## src/rtl/jac_alu_pkg.sv

```systemverilog
// Shared constants, instruction field positions and FSM state type for the
// ALU_J execute-stage controller.
package jac_alu_pkg;

  localparam int DataWidth     = 8;
  localparam int NumRegs       = 8;
  localparam int RegAddrBits   = 3;
  localparam int NumOpCodeBits = 5;
  localparam int ParamBits     = 8;
  localparam int NumStatusBits = 6;
  localparam int InstrWidth    = 24;

  localparam logic [NumOpCodeBits-1:0] Op_NOP = 5'd0;
  localparam logic [NumOpCodeBits-1:0] Op_ADD = 5'd1;
  localparam logic [NumOpCodeBits-1:0] Op_SUB = 5'd2;
  localparam logic [NumOpCodeBits-1:0] Op_AND = 5'd3;
  localparam logic [NumOpCodeBits-1:0] Op_OR  = 5'd4;
  localparam logic [NumOpCodeBits-1:0] Op_NOT = 5'd5;
  localparam logic [NumOpCodeBits-1:0] Op_XOR = 5'd6;
  localparam logic [NumOpCodeBits-1:0] Op_SHL = 5'd7;
  localparam logic [NumOpCodeBits-1:0] Op_SHR = 5'd8;
  localparam logic [NumOpCodeBits-1:0] Op_VAL = 5'd9;
  localparam logic [NumOpCodeBits-1:0] Op_CMP = 5'd10;

  localparam int CarryBit       = 0;
  localparam int UnderflowBit   = 1;
  localparam int ZeroBit        = 2;
  localparam int EqualBit       = 3;
  localparam int GreaterThanBit = 4;
  localparam int SmallerThanBit = 5;

  localparam int OpLsb    = 19;
  localparam int RdLsb    = 16;
  localparam int RaLsb    = 13;
  localparam int RbLsb    = 10;
  localparam int RsvLsb   = 8;
  localparam int ParamLsb = 0;

  typedef enum logic [1:0] {
    ST_IDLE    = 2'd0,
    ST_ISSUE   = 2'd1,
    ST_CAPTURE = 2'd2,
    ST_WRITE   = 2'd3
  } state_e;

  // ADD..VAL write the destination register; CMP only updates status.
  function automatic logic op_writes_rf(input logic [NumOpCodeBits-1:0] op);
    return (op >= Op_ADD) && (op <= Op_VAL);
  endfunction

  function automatic logic op_reserved(input logic [NumOpCodeBits-1:0] op);
    return op > Op_CMP;
  endfunction

endpackage

```

## src/rtl/alu_exec_ctrl_if.sv

```systemverilog
// Instruction handshake, ALU_J bus and debug signals of alu_exec_ctrl.
// Handshake: an instruction transfers on a rising edge where instr_valid && instr_ready.
interface alu_exec_ctrl_if;
  import jac_alu_pkg::*;

  logic                     instr_valid;
  logic                     instr_ready;
  logic [InstrWidth-1:0]    instr;
  logic [NumOpCodeBits-1:0] alu_opcode;
  logic [DataWidth-1:0]     alu_operand1;
  logic [DataWidth-1:0]     alu_operand2;
  logic [ParamBits-1:0]     alu_param;
  logic [DataWidth-1:0]     alu_result;
  logic [NumStatusBits-1:0] alu_status;
  logic [NumStatusBits-1:0] status_q;
  logic                     done;
  logic [RegAddrBits-1:0]   dbg_addr;
  logic [DataWidth-1:0]     dbg_data;
  state_e                   dbg_state;
`ifdef JAC_ILLEGAL_OP_TRAP_EN
  logic                     illegal_op;
`endif

  modport slave (
    input  instr_valid, instr, alu_result, alu_status, dbg_addr,
    output instr_ready, alu_opcode, alu_operand1, alu_operand2, alu_param,
    output status_q, done, dbg_data, dbg_state
`ifdef JAC_ILLEGAL_OP_TRAP_EN
    , output illegal_op
`endif
  );

  modport master (
    output instr_valid, instr, alu_result, alu_status, dbg_addr,
    input  instr_ready, alu_opcode, alu_operand1, alu_operand2, alu_param,
    input  status_q, done, dbg_data, dbg_state
`ifdef JAC_ILLEGAL_OP_TRAP_EN
    , input illegal_op
`endif
  );

endinterface

```

## src/rtl/jac_regfile.sv

```systemverilog
// 8x8 register file: two operand read ports, one debug read port, one
// synchronous write port; r0 always reads zero and ignores writes.
module jac_regfile
  import jac_alu_pkg::*;
(
  input  logic                   clk_i,
  input  logic                   rst_ni,
  input  logic                   we_i,
  input  logic [RegAddrBits-1:0] waddr_i,
  input  logic [DataWidth-1:0]   wdata_i,
  input  logic [RegAddrBits-1:0] raddr_a_i,
  input  logic [RegAddrBits-1:0] raddr_b_i,
  input  logic [RegAddrBits-1:0] dbg_addr_i,
  output logic [DataWidth-1:0]   rdata_a_o,
  output logic [DataWidth-1:0]   rdata_b_o,
  output logic [DataWidth-1:0]   dbg_data_o
);

  logic [DataWidth-1:0] rf_q [NumRegs];

  always_ff @(posedge clk_i or negedge rst_ni) begin
    if (!rst_ni) begin
      for (int i = 0; i < NumRegs; i++) rf_q[i] <= '0;
    end else if (we_i && (waddr_i != '0)) begin
      rf_q[waddr_i] <= wdata_i;
    end
  end

  assign rdata_a_o  = (raddr_a_i  == '0) ? '0 : rf_q[raddr_a_i];
  assign rdata_b_o  = (raddr_b_i  == '0) ? '0 : rf_q[raddr_b_i];
  assign dbg_data_o = (dbg_addr_i == '0) ? '0 : rf_q[dbg_addr_i];

endmodule

```

## src/rtl/alu_exec_ctrl.sv

```systemverilog
// Non-pipelined execute-stage controller around ALU_J: IDLE->ISSUE->CAPTURE->WRITE.
// Optional macro JAC_ILLEGAL_OP_TRAP_EN adds a sticky illegal_op flag.
module alu_exec_ctrl
  import jac_alu_pkg::*;
(
  input  logic           clk,
  input  logic           rst_n,
  alu_exec_ctrl_if.slave bus
);

  state_e                   state_q, state_d;
  logic [NumOpCodeBits-1:0] op_q;
  logic [RegAddrBits-1:0]   rd_q, ra_q, rb_q;
  logic [ParamBits-1:0]     prm_q;
  logic [NumOpCodeBits-1:0] alu_opcode_q;
  logic [DataWidth-1:0]     alu_op1_q, alu_op2_q;
  logic [ParamBits-1:0]     alu_param_q;
  logic [DataWidth-1:0]     res_q, rdata_a, rdata_b;
  logic [NumStatusBits-1:0] stat_q, arch_status_q;
  logic                     rf_we, instr_ready, done;
  logic                     unused_reserved;

  assign unused_reserved = ^bus.instr[RsvLsb +: 2];
  assign rf_we = (state_q == ST_WRITE) && op_writes_rf(op_q);

  jac_regfile u_regfile (
    .clk_i      (clk),
    .rst_ni     (rst_n),
    .we_i       (rf_we),
    .waddr_i    (rd_q),
    .wdata_i    (res_q),
    .raddr_a_i  (ra_q),
    .raddr_b_i  (rb_q),
    .dbg_addr_i (bus.dbg_addr),
    .rdata_a_o  (rdata_a),
    .rdata_b_o  (rdata_b),
    .dbg_data_o (bus.dbg_data)
  );

  always_ff @(posedge clk or negedge rst_n) begin
    if (!rst_n) state_q <= ST_IDLE;
    else        state_q <= state_d;
  end

  always_comb begin
    state_d     = state_q;
    instr_ready = 1'b0;
    done        = 1'b0;
    case (state_q)
      ST_IDLE: begin
        instr_ready = 1'b1;
        if (bus.instr_valid) state_d = ST_ISSUE;
      end
      ST_ISSUE:   state_d = ST_CAPTURE;
      ST_CAPTURE: state_d = ST_WRITE;
      ST_WRITE: begin
        done    = 1'b1;
        state_d = ST_IDLE;
      end
      default: state_d = ST_IDLE;
    endcase
  end

  always_ff @(posedge clk or negedge rst_n) begin
    if (!rst_n) begin
      op_q          <= Op_NOP;
      rd_q          <= '0;
      ra_q          <= '0;
      rb_q          <= '0;
      prm_q         <= '0;
      alu_opcode_q  <= Op_NOP;
      alu_op1_q     <= '0;
      alu_op2_q     <= '0;
      alu_param_q   <= '0;
      res_q         <= '0;
      stat_q        <= '0;
      arch_status_q <= '0;
    end else begin
      case (state_q)
        ST_IDLE: if (bus.instr_valid) begin
          op_q  <= bus.instr[OpLsb    +: NumOpCodeBits];
          rd_q  <= bus.instr[RdLsb    +: RegAddrBits];
          ra_q  <= bus.instr[RaLsb    +: RegAddrBits];
          rb_q  <= bus.instr[RbLsb    +: RegAddrBits];
          prm_q <= bus.instr[ParamLsb +: ParamBits];
        end
        ST_ISSUE: begin
          alu_opcode_q <= op_q;
          alu_op1_q    <= rdata_a;
          alu_op2_q    <= rdata_b;
          alu_param_q  <= prm_q;
        end
        ST_CAPTURE: begin
          res_q  <= bus.alu_result;
          stat_q <= bus.alu_status;
        end
        ST_WRITE: begin
          // Reserved opcodes fall through here as NOP: no rf write, no status update.
          if (op_writes_rf(op_q) || (op_q == Op_CMP)) arch_status_q <= stat_q;
          alu_opcode_q <= Op_NOP;
          alu_op1_q    <= '0;
          alu_op2_q    <= '0;
          alu_param_q  <= '0;
        end
        default: ;
      endcase
    end
  end

`ifdef JAC_ILLEGAL_OP_TRAP_EN
  logic illegal_q;

  always_ff @(posedge clk or negedge rst_n) begin
    if (!rst_n)                                          illegal_q <= 1'b0;
    else if ((state_q == ST_WRITE) && op_reserved(op_q)) illegal_q <= 1'b1;
  end

  assign bus.illegal_op = illegal_q;
`endif

  assign bus.instr_ready  = instr_ready;
  assign bus.done         = done;
  assign bus.alu_opcode   = alu_opcode_q;
  assign bus.alu_operand1 = alu_op1_q;
  assign bus.alu_operand2 = alu_op2_q;
  assign bus.alu_param    = alu_param_q;
  assign bus.status_q     = arch_status_q;
  assign bus.dbg_state    = state_q;

endmodule

```

## src/flat_wrapper.sv

```systemverilog
// flat-port wrapper written by rule: the top's interface ports become plain ports
module alu_exec_ctrl_flat import jac_alu_pkg::*;
  (clk, rst_n, bus_instr_valid, bus_instr, bus_alu_result, bus_alu_status, bus_dbg_addr, bus_instr_ready, bus_alu_opcode, bus_alu_operand1, bus_alu_operand2, bus_alu_param, bus_status_q, bus_done, bus_dbg_data, bus_dbg_state);
  alu_exec_ctrl_if bus_i ();
  input  logic clk;
  input  logic rst_n;
  input wire logic [$bits(bus_i.instr_valid)-1:0] bus_instr_valid;
  input wire logic [$bits(bus_i.instr)-1:0] bus_instr;
  input wire logic [$bits(bus_i.alu_result)-1:0] bus_alu_result;
  input wire logic [$bits(bus_i.alu_status)-1:0] bus_alu_status;
  input wire logic [$bits(bus_i.dbg_addr)-1:0] bus_dbg_addr;
  output wire logic [$bits(bus_i.instr_ready)-1:0] bus_instr_ready;
  output wire logic [$bits(bus_i.alu_opcode)-1:0] bus_alu_opcode;
  output wire logic [$bits(bus_i.alu_operand1)-1:0] bus_alu_operand1;
  output wire logic [$bits(bus_i.alu_operand2)-1:0] bus_alu_operand2;
  output wire logic [$bits(bus_i.alu_param)-1:0] bus_alu_param;
  output wire logic [$bits(bus_i.status_q)-1:0] bus_status_q;
  output wire logic [$bits(bus_i.done)-1:0] bus_done;
  output wire logic [$bits(bus_i.dbg_data)-1:0] bus_dbg_data;
  output wire logic [$bits(bus_i.dbg_state)-1:0] bus_dbg_state;
  assign bus_i.instr_valid = bus_instr_valid;
  assign bus_i.instr = bus_instr;
  assign bus_i.alu_result = bus_alu_result;
  assign bus_i.alu_status = bus_alu_status;
  assign bus_i.dbg_addr = bus_dbg_addr;
  assign bus_instr_ready = bus_i.instr_ready;
  assign bus_alu_opcode = bus_i.alu_opcode;
  assign bus_alu_operand1 = bus_i.alu_operand1;
  assign bus_alu_operand2 = bus_i.alu_operand2;
  assign bus_alu_param = bus_i.alu_param;
  assign bus_status_q = bus_i.status_q;
  assign bus_done = bus_i.done;
  assign bus_dbg_data = bus_i.dbg_data;
  assign bus_dbg_state = bus_i.dbg_state;
  alu_exec_ctrl u_core (.clk(clk), .rst_n(rst_n), .bus(bus_i));
endmodule
```

## config.mk

```make
export PLATFORM = sky130hd
export DESIGN_NAME = alu_exec_ctrl_flat
export DESIGN_NICKNAME = d
export VERILOG_FILES = /design/src/rtl/jac_alu_pkg.sv /design/src/rtl/alu_exec_ctrl_if.sv /design/src/rtl/jac_regfile.sv /design/src/rtl/alu_exec_ctrl.sv /design/src/flat_wrapper.sv
export SDC_FILE = /design/constraint.sdc
export NUM_CORES = 1
export LEC_CHECK = 0
export ABC_AREA = 1
export CORE_MARGIN = 5
export CORE_UTILIZATION = 55
export CTS_CLUSTER_DIAMETER = 30
export DETAILED_ROUTE_END_ITERATION = 8
export MAX_ROUTING_LAYER = met4
export PLACE_DENSITY_LB_ADDON = 0.1
export SLEW_MARGIN = 20
export SYNTH_ARGS = -nofsm -noshare
export SYNTH_HDL_FRONTEND = slang
export SYNTH_SLANG_ARGS = --single-unit
export TNS_END_PERCENT = 20
```

## constraint.sdc

```tcl
create_clock -name clk -period 3.7 [get_ports clk]
set_clock_uncertainty 0.2 [all_clocks]
set_input_delay 0.74 -clock clk [delete_from_list [all_inputs] [get_ports clk]]
set_output_delay 0.74 -clock clk [all_outputs]
set_load 0.05 [all_outputs]
```

## Word-level counts from Yosys, hierarchy flattened

Cells that the tools add are included.

| word-level totals | value |
|---|---|
| output and inout bits | 47 |
| flip-flop bits (word level) | 137 |
| input port bits | 44 |

| cells by class | value |
|---|---|
| magnitude comparators | 7 |
| eq/ne operators | 5 |
| reduce and logical (&&, ||, !) cells | 13 |
| multiplexer cells | 23 |
| bitwise operators | 4 |

Operator list:

| kind | number |
|---|---|
| $mux 8 | 10 |
| $bmux 8 s3 | 3 |
| $bwmux 64 | 1 |
| $pmux 8 s2 | 3 |
| $demux 8 s3 | 1 |
| $ge 4x4->1 const B | 4 |
| $not 3->4 | 4 |
| $pmux 5 s2 | 1 |
| $logic_not 3->1 | 3 |
| $pmux 2 s4 | 1 |
| $eq 5x4->1 const B | 1 |
| $ge 5x1->1 const B | 1 |
| $le 5x4->1 const B | 1 |
| $eq 2x2->1 const B | 2 |
| $logic_and 1x1->1 | 4 |
| $lt 4x1->1 const B | 1 |
| $reduce_and 2->1 | 2 |
| $reduce_bool 3->1 | 1 |
| $eq 2x1->1 const B | 1 |
| $logic_not 2->1 | 1 |
| $mux 1 | 2 |
| $mux 2 | 1 |
| $ne 2x2->1 const B | 1 |
| $reduce_bool 2->1 | 1 |
| $logic_or 1x1->1 | 1 |

## Depth between registers and ports, before layout

| depth | value |
|---|---|
| word-level depth | 6 |
| depth in mapped cells | 10 |

## Hierarchy

A second synthesis with hierarchy kept.

| second synthesis, totals | value |
|---|---|
| cells, all modules | 1003 |
| area, all modules | 7387.1 um2 |

By module, submodules not included:

| module | times used | cells each | area each (um2) |
|---|---|---|---|
| jac_regfile | 1 | 734 | 4403.0 |
| alu_exec_ctrl | 1 | 269 | 2984.1 |

## Least setup slack after synthesis

OpenSTA, ideal clock, no wires.

| timing | value |
|---|---|
| path type | input port to output port |
| start point | input port bus_dbg_addr[1] |
| end point | output port bus_dbg_data[6] |
| data arrival time | 2.211 ns |
| cell stages on the path | 6 |
| path slack | 0.549 ns |
| buffers on the path | 2 |
| data required time | 2.760 ns |
| cells stage by stage | clkbuf_1 > clkbuf_1 > o21ai_0 > o21ai_0 > nor2_1 > nor2_1 |

| between the ends | value |
|---|---|
| cells in the longest elaborated chain, start to end | 5 |

RTL lines:

| element | RTL line | text |
|---|---|---|
| start: declaration | flat_wrapper.sv:11 | `input wire logic [$bits(bus_i.dbg_addr)-1:0] bus_dbg_addr;` |
| $not 3->4 (not written as such) | jac_regfile.sv:31 | `assign dbg_data_o = (dbg_addr_i == '0) ? '0 : rf_q[dbg_addr_i];` |
| $bmux 8 s3 | jac_regfile.sv:31 |  |
| $mux 8 (not written as such) (2 in series) | jac_regfile.sv:31 |  |
| $mux 8 * | jac_regfile.sv:31 |  |
| end: declaration | flat_wrapper.sv:19 | `output wire logic [$bits(bus_i.dbg_data)-1:0] bus_dbg_data;` |

Every way passes the cells marked *; elsewhere a longest branch is shown, timed or not. The select of a mux whose other input is x is not followed.

## Worst setup path in the final report

| timing | value |
|---|---|
| start point | input port bus_dbg_addr[0] |
| end point | output port bus_dbg_data[3] |

The elaborated chain is that of the path after synthesis.

==> PnR_summary.wiki <==
{| class="wikitable"
! Metric !! Value
|-
| H-Tree Depth || 4
|-
| Number of nets at the end of the flow || 1060
|-
| Clock transition time at the flip-flop clock pins of the worst setup and hold paths || around 60 ps
|-
| Worst slack, placed || around 400 ps
|-
| Area fraction in and, or, nand and nor cells after synthesis || 0.3279
|-
| GRT Util Overall || 0.2696
|-
| Area of the die || roughly 16000 sq um
|-
| Type of the worst setup path || input port to primary output
|-
| Max-cap check violation count || 0
|-
| Master of the slowest instance on the critical path || sky130_fd_sc_hd__clkdlybuf4s50_1
|-
| Starting utilization of the core area || 0.5552
|-
| Crit path largest cell delay || 460 ps
|-
| Status || complete, no violations
|-
| Number of cell instances on the worst register-to-register path || 7
|-
| Proportion of netlist area held by the largest area contributor || 0.4719
|-
| Largest cells by area after synthesis || sky130_fd_sc_hd__dfrtp_1 (47%), sky130_fd_sc_hd__nand2_1 (17%), sky130_fd_sc_hd__nand3_1 (6.0%), sky130_fd_sc_hd__nand4_1 (4.9%), sky130_fd_sc_hd__nor2_1 (3.4%)
|-
| Xor-xnor portion of the synthesized cell area || 0
|-
| Number of hold-slack violations in the final timing report || 0
|-
| Most frequent cells in the layout || sky130_fd_sc_hd__nand2_1 (329), sky130_fd_sc_hd__dfrtp_1 (137), sky130_fd_sc_hd__nand3_1 (87)
|-
| Post-synthesis adder-cell area fraction || 0.006889
|-
| Hold Path Class || input port to async pin
|-
| Critical path buffers and inverters || 4
|-
| Synth Instances || between 900 and 1000
|-
| PD cells || 926.3 nW/um^2
|-
| Cell Rows || 42
|-
| Deepest clock path buffer count || 2
|-
| Dominant delay contributor by cell family on the critical path || buffers and inverters
|-
| Fraction of the mapped netlist area in compound gates || 0.08405
|-
| Transition at the pin with the smallest max-transition slack || 951.3 ps
|-
| Global placer's final weighted congestion || around 0.94
|-
| Highest net fanout along the worst path || 18
|-
| CP startpoint kind || input port
|-
| Ports || between 90 and 100
|-
| Total congestion overflow after global routing || 0
|-
| Setup crit end || bus_dbg_data[3]
|-
| CTS root buffer || sky130_fd_sc_hd__clkbuf_16
|-
| Post-detailed-routing wire length || approximately 20000 um
|-
| Critical path depth in cells || 8
|-
| Count of synthesis-stage warnings from yosys || 0
|-
| Horizontal extent of the die || between 100 and 150 um
|-
| Avg Inst Size Synth || between 7 and 8 sq um
|-
| Distinct cell type count of the synthesized netlist || 23
|-
| Post-CTS setup repair buffer count || 0
|-
| Portion of the post-synthesis area used by sequential elements || 0.4719
|-
| Post-detailed-route DRC marker count || 0
|-
| Leakage power || around 4.5 nW
|-
| Resized Gates After CTS || 0
|-
| Most common cell after layout, fill and taps aside || sky130_fd_sc_hd__nand2_1
|-
| Clock Latency Late Sink || 430 ps
|-
| Worst endpoint data arrival time || roughly 2300 ps
|-
| Worst setup path startpoint || bus_dbg_addr[0]
|-
| Multi-input combinational cell area || between 3000 and 4000 sq um
|-
| Fraction of final layout cells with drive strength greater than 1 || 0.09659
|-
| Pin count of the biggest net entering global routing || 64
|-
| Detail Route Antenna Nets || 0
|-
| Highest ir drop seen on vdd || approximately 1.1 mV
|-
| Total of buffers placed on input and output ports || 88
|-
| Total number of vias || ~6700
|-
| TritonCTS clock tree || yes
|-
| DRC marker count from the first detailed-route iteration || around 750
|-
| CTS Hold Bufs || 0
|-
| Area leader, netlist || sky130_fd_sc_hd__dfrtp_1
|-
| Number of antenna violations at the first check in global routing || 0
|-
| Final period util || 0.8876
|-
| Worst setup slack for register-to-register paths || between 1000 and 1500 ps
|-
| Average wire per standard cell || 16.67 um
|-
| RR Endpoint || u_core.bus.alu_operand1[3]$_DFFE_PN0P_
|-
| Synthesized net count || 1003
|-
| First-pass GRT wire length || between 30000 and 40000 um
|-
| Diode count || 0
|-
| Setup repair after global routing missed its margin || no
|-
| Category of the worst setup path capture point || primary output
|-
| Largest family of logic cells by synthesized area || simple AND/OR/NAND/NOR gates
|-
| Final setup violation count || 0
|-
| Portion of netlist area occupied by mux cells || 0.02945
|-
| First-pass iteration count of the detailed router || 5
|-
| Post-route worst setup slack || ~420 ps
|-
| Post-synthesis to final-layout area growth || 22.43%
|-
| Register bit total from synthesis || around 140
|-
| Std-Cell Core Area || about 13000 sq um
|-
| Fmax achieved || approximately 0.30 GHz
|-
| Slew margin rel. || 0.3643
|-
| RR Startpoint || u_core.bus.dbg_state[0]$_DFFE_PN0P_
|-
| HPWL after DPL || approximately 14000 um
|-
| FILL cells || ~1100
|-
| Avg Vias per Cell || about 5.6
|-
| Die extent in y || 124.9 um
|-
| Area of the mapped netlist || around 7300 sq um
|-
| Number of buffers created by CTS || 17
|-
| Ordered list of cells on the worst path || clkdlybuf4s50_1, inv_1, buf_4, o21ai_0, nand2_1, nor2_1, nor2_1, buf_12
|-
| Min Clock Period, post-route || approximately 3300 ps
|-
| Summed negative setup slack over all endpoints || 0 ps
|-
| Total power draw || 8.238 mW
|-
| Worst EP required || ~2800 ps
|-
| Number of global-route vias before repair || 6253
|-
| Max-slew violations || 0
|-
| Number of sinks handled by clock tree synthesis || 137
|-
| Storage element area || between 3000 and 4000 sq um
|-
| Most used cell, CP || sky130_fd_sc_hd__nor2_1
|}
## worst min path at each step
stage / to / slack [ps] / cells after the start
2_1_floorplan: u_core.u_regfile.rf_q[63]$_DFFE_PN0P_ / 220 / 1
3_3_place_gp: u_core.u_regfile.rf_q[63]$_DFFE_PN0P_ / 170 / 0
3_5_place_dp: u_core.u_regfile.rf_q[60]$_DFFE_PN0P_ / 170 / 0
4_1_cts: u_core.res_q[0]$_DFFE_PN0P_ / 70 / 1
5_1_grt: u_core.u_regfile.rf_q[25]$_DFFE_PN0P_ / 80 / 1
6_report: u_core.res_q[0]$_DFFE_PN0P_ / 40 / 1
## kinds of logic after synthesis
group / after synthesis
AND/OR/NAND/NOR: 549
multiplexers: 19
buffers and inverters: 143
adder cells (fa/ha/maj): 4
flip-flops: 137
AO/OA/AOI/OAI: 103
## registers in the layout, indices dropped and copies added, names as in the netlist
name                     count
u_core.bus.alu_opcode        5
u_core.op_q                  5
u_core.bus.status_q          6
u_core.ra_q                  3
u_core.u_regfile.rf_q       64
u_core.bus.alu_operand1      8
u_core.rb_q                  3
u_core.stat_q                6
u_core.bus.alu_operand2      8
u_core.rd_q                  3
u_core.res_q                 8
u_core.bus.alu_param         8
u_core.bus.dbg_state         2
u_core.prm_q                 8
## area by class of cell
class	count	share of cell area
timing repair buffer	111	0.1304
multi-input combinational	675	0.3665
clock buffer	17	0.04783
tap	176	0.02476
inverter	70	0.02954
clock inverter	15	0.01548
sequential	137	0.3855
## per-layer routing
metal / routed length, um / GRT usage
met3: 1483 / 0.05146
met4: 562 / 0.1046
met1: 8792 / 0.3656
met5: 0 / -
met2: 9183 / 0.4043
## synthesized netlist by cell type (all sizes together)
library cell  count
nand3            90
buf              35
o21ai            37
inv              67
mux2             19
clkbuf           38
nand2           329
nor2             66
o211ai           25
a21oi            35
nand4            57
a21boi            1
dfrtp           137
a22o              5
ha                4
clkinv            3
nor3              7
## power breakdown
group / internal (mW) / switching (mW)
clock network: 0.882 / 0.725
registers: 2.10 / 0.677
logic: 1.29 / 2.56
total: 4.28 / 3.96
## metrics by stage
step / utilization / instance area (sq um) / std cells / hold WS, ps
after floorplan: - / 7264 / 955 / 223.9
after global placement: 0.6366 / 8330 / 1169 / 165.2
after detailed placement: 0.6366 / 8330 / 1169 / 166.6
after CTS: 0.6797 / 8894 / 1201 / 66.35
after global routing: 0.6797 / 8894 / 1201 / 83.54
final: 0.6797 / 8894 / 1201 / 44.18
Power figures use the tool's default switching activity.
